[src/rtl/vga_sync_decoder.sv]
// vga_sync_decoder: recovers generator pixel/line coordinates from a registered
// hsync/vsync/blank stream (active-low syncs). It runs a SEARCH -> HLOCK -> LOCKED
// lock machine and pulses error flags when sync edges arrive at the wrong position.
// Optional feature macro: BLANK_CHECK_EN. When it is defined, the incoming blank is
// compared with the blank implied by the recovered counts while LOCKED. When it is
// undefined, berr_out stays 0 and no comparison logic exists.
module vga_sync_decoder #(
  parameter int H_TOTAL      = 1344,
  parameter int V_TOTAL      = 806,
  parameter int H_ACTIVE     = 1024,
  parameter int V_ACTIVE     = 768,
  parameter int H_SYNC_START = 1048,
  parameter int V_SYNC_START = 772,
  parameter int LOCK_LINES   = 4
) (
  input  logic        vclock_in,
  input  logic        reset_in,
  input  logic        hsync_in,
  input  logic        vsync_in,
  input  logic        blank_in,
  output logic [10:0] hcount_out,
  output logic [9:0]  vcount_out,
  output logic        blank_out,
  output logic        locked_out,
  output logic        frame_start_out,
  output logic        herr_out,
  output logic        verr_out,
  output logic        berr_out,
  output logic [7:0]  err_count_out
);

  localparam int                GOOD_W   = $clog2(LOCK_LINES + 1);
  localparam logic [10:0]       H_LAST   = 11'(H_TOTAL - 1);
  localparam logic [10:0]       H_SYNC   = 11'(H_SYNC_START);
  localparam logic [9:0]        V_LAST   = 10'(V_TOTAL - 1);
  localparam logic [9:0]        V_SYNC   = 10'(V_SYNC_START);
  localparam logic [GOOD_W-1:0] GOOD_MAX = GOOD_W'(LOCK_LINES);

  // Reject timing sets where the sync pulses would sit inside the visible area
  // or beyond the line/frame length.
  if (H_ACTIVE >= H_SYNC_START || V_ACTIVE >= V_SYNC_START ||
      H_SYNC_START >= H_TOTAL || V_SYNC_START >= V_TOTAL ||
      H_TOTAL > 2048 || V_TOTAL > 1024 || LOCK_LINES < 1) begin : g_bad_timing
    $error("vga_sync_decoder: inconsistent timing parameters");
  end

  typedef enum logic [1:0] {
    SEARCH = 2'd0,
    HLOCK  = 2'd1,
    LOCKED = 2'd2
  } state_t;

  state_t            state;
  logic [GOOD_W-1:0] good;
  logic              hs_q;
  logic              vs_q;

  logic              hfall;
  logic              vfall;
  logic [10:0]       h_next;
  logic [9:0]        v_next;
  logic              h_ok;
  logic              v_ok;
  logic              herr_fire;
  logic              verr_fire;
  logic              berr_fire;
  logic              lock_hit;
  logic              any_err;

  // Free-run prediction, sync edge detection and the error/lock decisions for this cycle.
  always_comb begin
    hfall     = hs_q & ~hsync_in;
    vfall     = vs_q & ~vsync_in;
    h_next    = (hcount_out == H_LAST) ? 11'd0 : hcount_out + 11'd1;
    if (h_next != 11'd0) begin
      v_next = vcount_out;
    end else begin
      v_next = (vcount_out == V_LAST) ? 10'd0 : vcount_out + 10'd1;
    end
    h_ok      = (h_next == H_SYNC);
    v_ok      = (h_next == 11'd0) && (v_next == V_SYNC);
    herr_fire = (state != SEARCH) && hfall && !h_ok;
    verr_fire = (state == LOCKED) && vfall && !v_ok;
    // A vsync fall only locks when no hsync fall competes for the same cycle.
    lock_hit  = (state == HLOCK) && vfall && !hfall &&
                (good == GOOD_MAX) && (h_next == 11'd0);
  end

`ifdef BLANK_CHECK_EN
  localparam logic [10:0] H_ACT = 11'(H_ACTIVE);
  localparam logic [9:0]  V_ACT = 10'(V_ACTIVE);
  logic blank_exp;

  // Blank implied by the counts about to be registered, checked only while LOCKED.
  always_comb begin
    blank_exp = (h_next >= H_ACT) || (v_next >= V_ACT);
    berr_fire = (state == LOCKED) && (blank_in != blank_exp);
  end
`else
  // Blank checking is compiled out; the berr path is a constant zero.
  always_comb begin
    berr_fire = 1'b0;
  end
`endif

  // One error count step per cycle, however many flags fire together.
  always_comb begin
    any_err = herr_fire | verr_fire | berr_fire;
  end

  // Lock state machine with registered counts, flags and error counter.
  always_ff @(posedge vclock_in) begin
    if (reset_in) begin
      state           <= SEARCH;
      good            <= '0;
      hs_q            <= 1'b0;
      vs_q            <= 1'b0;
      hcount_out      <= '0;
      vcount_out      <= '0;
      blank_out       <= 1'b0;
      locked_out      <= 1'b0;
      frame_start_out <= 1'b0;
      herr_out        <= 1'b0;
      verr_out        <= 1'b0;
      berr_out        <= 1'b0;
      err_count_out   <= '0;
    end else begin
      hs_q            <= hsync_in;
      vs_q            <= vsync_in;
      blank_out       <= blank_in;
      herr_out        <= herr_fire;
      verr_out        <= verr_fire;
      berr_out        <= berr_fire;
      frame_start_out <= 1'b0;
      if (any_err && (err_count_out != 8'hFF)) begin
        err_count_out <= err_count_out + 8'd1;
      end

      case (state)
        SEARCH: begin
          locked_out <= 1'b0;
          hcount_out <= '0;
          vcount_out <= '0;
          if (hfall) begin
            hcount_out <= H_SYNC;
            good       <= '0;
            state      <= HLOCK;
          end
        end

        HLOCK: begin
          hcount_out <= h_next;
          vcount_out <= v_next;
          locked_out <= lock_hit;
          if (hfall) begin
            if (h_ok) begin
              if (good != GOOD_MAX) begin
                good <= good + GOOD_W'(1);
              end
            end else begin
              hcount_out <= H_SYNC;
              good       <= '0;
            end
          end else if (lock_hit) begin
            hcount_out <= '0;
            vcount_out <= V_SYNC;
            state      <= LOCKED;
          end
        end

        LOCKED: begin
          hcount_out <= h_next;
          vcount_out <= v_next;
          locked_out <= !(herr_fire || verr_fire);
          if (herr_fire) begin
            hcount_out <= H_SYNC;
          end
          if (herr_fire || verr_fire) begin
            good  <= '0;
            state <= HLOCK;
          end else if ((h_next == 11'd0) && (v_next == 10'd0)) begin
            frame_start_out <= 1'b1;
          end
        end

        default: begin
          locked_out <= 1'b0;
          good       <= '0;
          state      <= SEARCH;
        end
      endcase
    end
  end

endmodule

[config.mk]
export PLATFORM = sky130hd
export DESIGN_NAME = vga_sync_decoder
export DESIGN_NICKNAME = d
export VERILOG_FILES = /design/src/rtl/vga_sync_decoder.sv
export SDC_FILE = /design/constraint.sdc
export NUM_CORES = 1
export LEC_CHECK = 0
export CAP_MARGIN = 10
export CORE_MARGIN = 4
export CORE_UTILIZATION = 64
export CTS_BUF_LIST = sky130_fd_sc_hd__clkbuf_2 sky130_fd_sc_hd__clkbuf_4 sky130_fd_sc_hd__clkbuf_8
export DETAILED_ROUTE_END_ITERATION = 10
export DONT_BUFFER_PORTS = 1
export PLACE_DENSITY_LB_ADDON = 0.05
export SLEW_MARGIN = 10
export SYNTH_ARGS = -nofsm -noshare
export SYNTH_HDL_FRONTEND = slang
export SYNTH_SLANG_ARGS = --single-unit
[constraint.sdc]
create_clock -name vclock_in -period 9.01 [get_ports vclock_in]
set_clock_uncertainty 0.15 [all_clocks]
set_input_delay 0.4505 -clock vclock_in [delete_from_list [all_inputs] [get_ports vclock_in]]
set_output_delay 0.4505 -clock vclock_in [all_outputs]
set_load 0.03 [all_outputs]
==> results by group <==
Route
  • Routed Antenna Nets: 0
  • Via-to-Cell Ratio: 6.75
  • Post-detailed-route wirelength per cell: 17.3 µm
  • Pre-Repair DR Iteration Count: 4
  • Total number of vias: 2699
  • Violation count after the first detailed-route iteration: 257
  • Post-route DRC violation count: 0
  • Wirelength, routed: 6910 µm

Global routing
  • Wire length of the first global-routing pass: 11500 µm
  • Initial antenna violation count: 0
  • GR Overflow Total: 0
  • Number of global-route vias before repair: 2473
  • Maximum number of pins on one net before global-route repair: 41
  • GRT Resource Usage Total: 0.257

Floorplanning
  • Die outline width: 75.6 µm
  • Placeable core region: 4380 µm²
  • Die Height: 75.6 µm
  • Area enclosed by the die boundary: 5710 µm²
  • Top-level I/O count: 40
  • Std cell rows: 24
  • Starting Density: 0.666

STA
  • Unrepaired setup endpoints after global routing: no
  • Ratio of final minimum period to clock period: 0.442
  • Final Hold Violating Endpoints: 0
  • Worst hold slack across all endpoints: 59.8 ps
  • Worst slew pin tran: 864 ps
  • Worst slew margin relative to its limit: 0.419
  • Highest attainable clock frequency: 251 MHz
  • Sum of negative setup slack: 0 ps
  • Final number of max-transition violations: 0
  • Final setup violating endpoints: 0
  • Final critical path time including I/O delays and setup: 3980 ps

Clock network
  • Count of hold-fix buffers inserted at cts: 0
  • Clk sink count: 41
  • Total CTS buffers: 5
  • Number of buffers on the longest clock path: 2
  • Clock transition at the registers of the reported paths: 90 ps
  • Number of instances resized during post-cts repair: 0
  • Level count of the clock H-tree: 2
  • Worst skew pair latency: 300 ps
  • Buffers inserted during post-CTS setup optimization: 0
  • TritonCTS clock tree: yes
  • Root buffer cell: sky130_fd_sc_hd__clkbuf_8

Setup path
  • Crit Path Class: reg2reg
  • Type of destination of the critical path: flip-flop
  • Critical Path Source Type: flip-flop
  • Worst path required time: 9050 ps
  • Critical Path AT: 4020 ps
  • Worst-path maximum fanout: 20
  • R2R Setup Slk: 5030 ps

Yosys
  • Fraction of synthesis flops using an asynchronous set or reset pin: 0
  • Compound-cell area share of the yosys netlist: 0.246
  • Portion of the post-synthesis area used by sequential elements: 0.281
  • Adder-Cell Fraction of Synth Area: 0.0428
  • Post-Synth XOR/XNOR Area: 0.0270
  • Synthesized instance count: 369
  • Area fraction in and, or, nand and nor cells after synthesis: 0.304
  • Count of yosys warnings during synthesis: 0
  • Number of enable flip-flop cells after synthesis: 0
  • Synth Register Bits: 41
  • Dominant register cell in the synthesized netlist: sky130_fd_sc_hd__dfxtp_1
  • Post-Syn Nets: 384
  • Share of cell area taken by muxes after synthesis: 0.0253
  • Average size of a mapped cell: 7.92 µm²
  • Post-Syn Area: 2920 µm²
  • Dominant combinational cell family by area after synthesis: simple AND/OR/NAND/NOR gates
  • Distinct cell type count of the synthesized netlist: 67

Layout
  • Final nets: 362
  • Total inserted antenna cells: 0
  • Fin util: 0.675
  • Most common cell after layout, fill and taps aside: sky130_fd_sc_hd__dfxtp_1
  • Combined area of the multi-input logic cells: 1890 µm²
  • Sequential Area: 821 µm²
  • # fillers: 413
  • Share of cells above drive strength 1: 0.0718
  • Post-layout instance count excluding filler cells: 400
  • Layout-stage area growth over the synthesis result: 1.28%
  • Most frequent cells in the layout: 41 x sky130_fd_sc_hd__dfxtp_1, 28 x sky130_fd_sc_hd__nor2_1, 28 x sky130_fd_sc_hd__a21oi_1

Outcome
  • Run status: complete, no violations

Job
  • Number of max-capacitance violations reported: 0

Power and ir drop
  • Maximum resistive drop on vdd: 0.0942 mV
  • Power density cells: 183 nW/µm²
  • Static power due to leakage: 1.04 nW

Worst hold path
  • Kind of path behind the tightest hold check: in2reg

Place
  • Port Buffer Count: 0
  • Hpwl dp: 4850 µm
  • Final Wtd Congestion: 0.889
  • Number of cells in the design after placement: 392
-- sequential cells by signal (all words and copies together), names as in the netlist --
signal,count
err_count_out,8
herr_out,1
hcount_out,11
state,2
hs_q,1
locked_out,1
blank_out,1
good,3
vcount_out,10
verr_out,1
vs_q,1
frame_start_out,1
-- cells in the mapped netlist, types with 3 or more instances --
| cell type | count | share of area |
|---|---|---|
| sky130_fd_sc_hd__nand3_1 | 17 | 0.029 |
| sky130_fd_sc_hd__nor2b_1 | 11 | 0.024 |
| sky130_fd_sc_hd__nand4_1 | 11 | 0.024 |
| sky130_fd_sc_hd__a31o_2 | 6 | 0.018 |
| sky130_fd_sc_hd__nor3_1 | 11 | 0.019 |
| sky130_fd_sc_hd__and2_1 | 11 | 0.024 |
| sky130_fd_sc_hd__buf_4 | 3 | 0.0077 |
| sky130_fd_sc_hd__buf_6 | 5 | 0.019 |
| sky130_fd_sc_hd__o21ai_1 | 3 | 0.0051 |
| sky130_fd_sc_hd__o211ai_1 | 3 | 0.0077 |
| sky130_fd_sc_hd__a211oi_1 | 4 | 0.010 |
| sky130_fd_sc_hd__ha_1 | 10 | 0.043 |
| sky130_fd_sc_hd__a31oi_1 | 10 | 0.021 |
| sky130_fd_sc_hd__nor4_1 | 3 | 0.0064 |
| sky130_fd_sc_hd__nand2_1 | 23 | 0.030 |
| sky130_fd_sc_hd__xor2_1 | 3 | 0.0090 |
| sky130_fd_sc_hd__a21oi_1 | 28 | 0.048 |
| sky130_fd_sc_hd__xnor2_1 | 6 | 0.018 |
| sky130_fd_sc_hd__clkbuf_1 | 14 | 0.018 |
| sky130_fd_sc_hd__o21ai_0 | 15 | 0.026 |
| sky130_fd_sc_hd__or4_1 | 3 | 0.0077 |
| sky130_fd_sc_hd__inv_1 | 12 | 0.015 |
| sky130_fd_sc_hd__a311oi_1 | 4 | 0.012 |
| sky130_fd_sc_hd__mux2i_1 | 4 | 0.014 |
| sky130_fd_sc_hd__nor2_1 | 28 | 0.036 |
| sky130_fd_sc_hd__nand2b_1 | 13 | 0.028 |
| sky130_fd_sc_hd__a21o_1 | 3 | 0.0077 |
| sky130_fd_sc_hd__and4_1 | 4 | 0.012 |
| sky130_fd_sc_hd__mux2_1 | 3 | 0.012 |
| sky130_fd_sc_hd__and3_1 | 9 | 0.019 |
| sky130_fd_sc_hd__buf_2 | 6 | 0.010 |
| sky130_fd_sc_hd__dfxtp_1 | 41 | 0.28 |
-- layer usage --
metal / vias to the layer above / routed length [µm] / global-route usage
li1: 1316 / - / -
met1: 1283 / 3090 / 0.344
met2: 86 / 3270 / 0.401
met3: 14 / 419 / 0.0501
met4: 0 / 136 / 0.113
met5: - / 0 / 0
-- where the power goes --
part | switching (mW) | leakage (nW) | internal, mW | total (mW)
clock network | 0.0701 | 0.0687 | 0.112 | 0.182
registers | 0.0210 | 0.332 | 0.190 | 0.211
logic | 0.0998 | 0.643 | 0.0503 | 0.150
-- kinds of logic (layout without fill, tap and decap cells) --
kind of cell | Yosys count | count (layout)
and+or+nand+nor | 157 | 157
AOI/OAI and AO/OA | 103 | 103
DFF | 41 | 41
buffers and inverters | 41 | 20
adders and majority gates | 10 | 10
xor gates and xnor gates | 9 | 9
muxes | 7 | 7
other | 1 | 1
-- per-stage QoR --
step / power, mW / setup slack (ps) / cell area [µm²]
final: 0.543 / 5030 / 2960
after global routing: 0.574 / 4770 / 2960
after CTS: 0.542 / 5040 / 2960
after detailed placement: 0.361 / 5110 / 2820
after global placement: 0.361 / 5200 / 2820
after floorplan: 0.332 / 5750 / 2920
-- final timing paths --
path | from | end | depth (start not counted)
max | hcount_out[1] | err_count_out[5] | 10
min | reset_in | vcount_out[8] | 1
max reg2reg | hcount_out[1] | err_count_out[5] | 10
min reg2reg | state[0] | state[0] | 2
-- layout make-up --
cell class | count | area share
clock buffers | 5 | 0.0233
clock inverters | 3 | 0.0233
inverters | 12 | 0.0152
multi-input cells | 287 | 0.639
flip-flops and latches | 41 | 0.277
well taps | 52 | 0.0220
-- worst max-delay path: stages, from the launching register on --
cell and delay, ps:
sky130_fd_sc_hd__dfxtp_1 640, sky130_fd_sc_hd__ha_1 520, sky130_fd_sc_hd__nand3_1 240, sky130_fd_sc_hd__xnor2_1 220
sky130_fd_sc_hd__a211o_1 290, sky130_fd_sc_hd__or4_4 540, sky130_fd_sc_hd__o2111ai_1 270, sky130_fd_sc_hd__and2_1 190
sky130_fd_sc_hd__a21o_1 310, sky130_fd_sc_hd__nand4_1 150, sky130_fd_sc_hd__mux2_1 350
(Power assumes the default switching activity.)
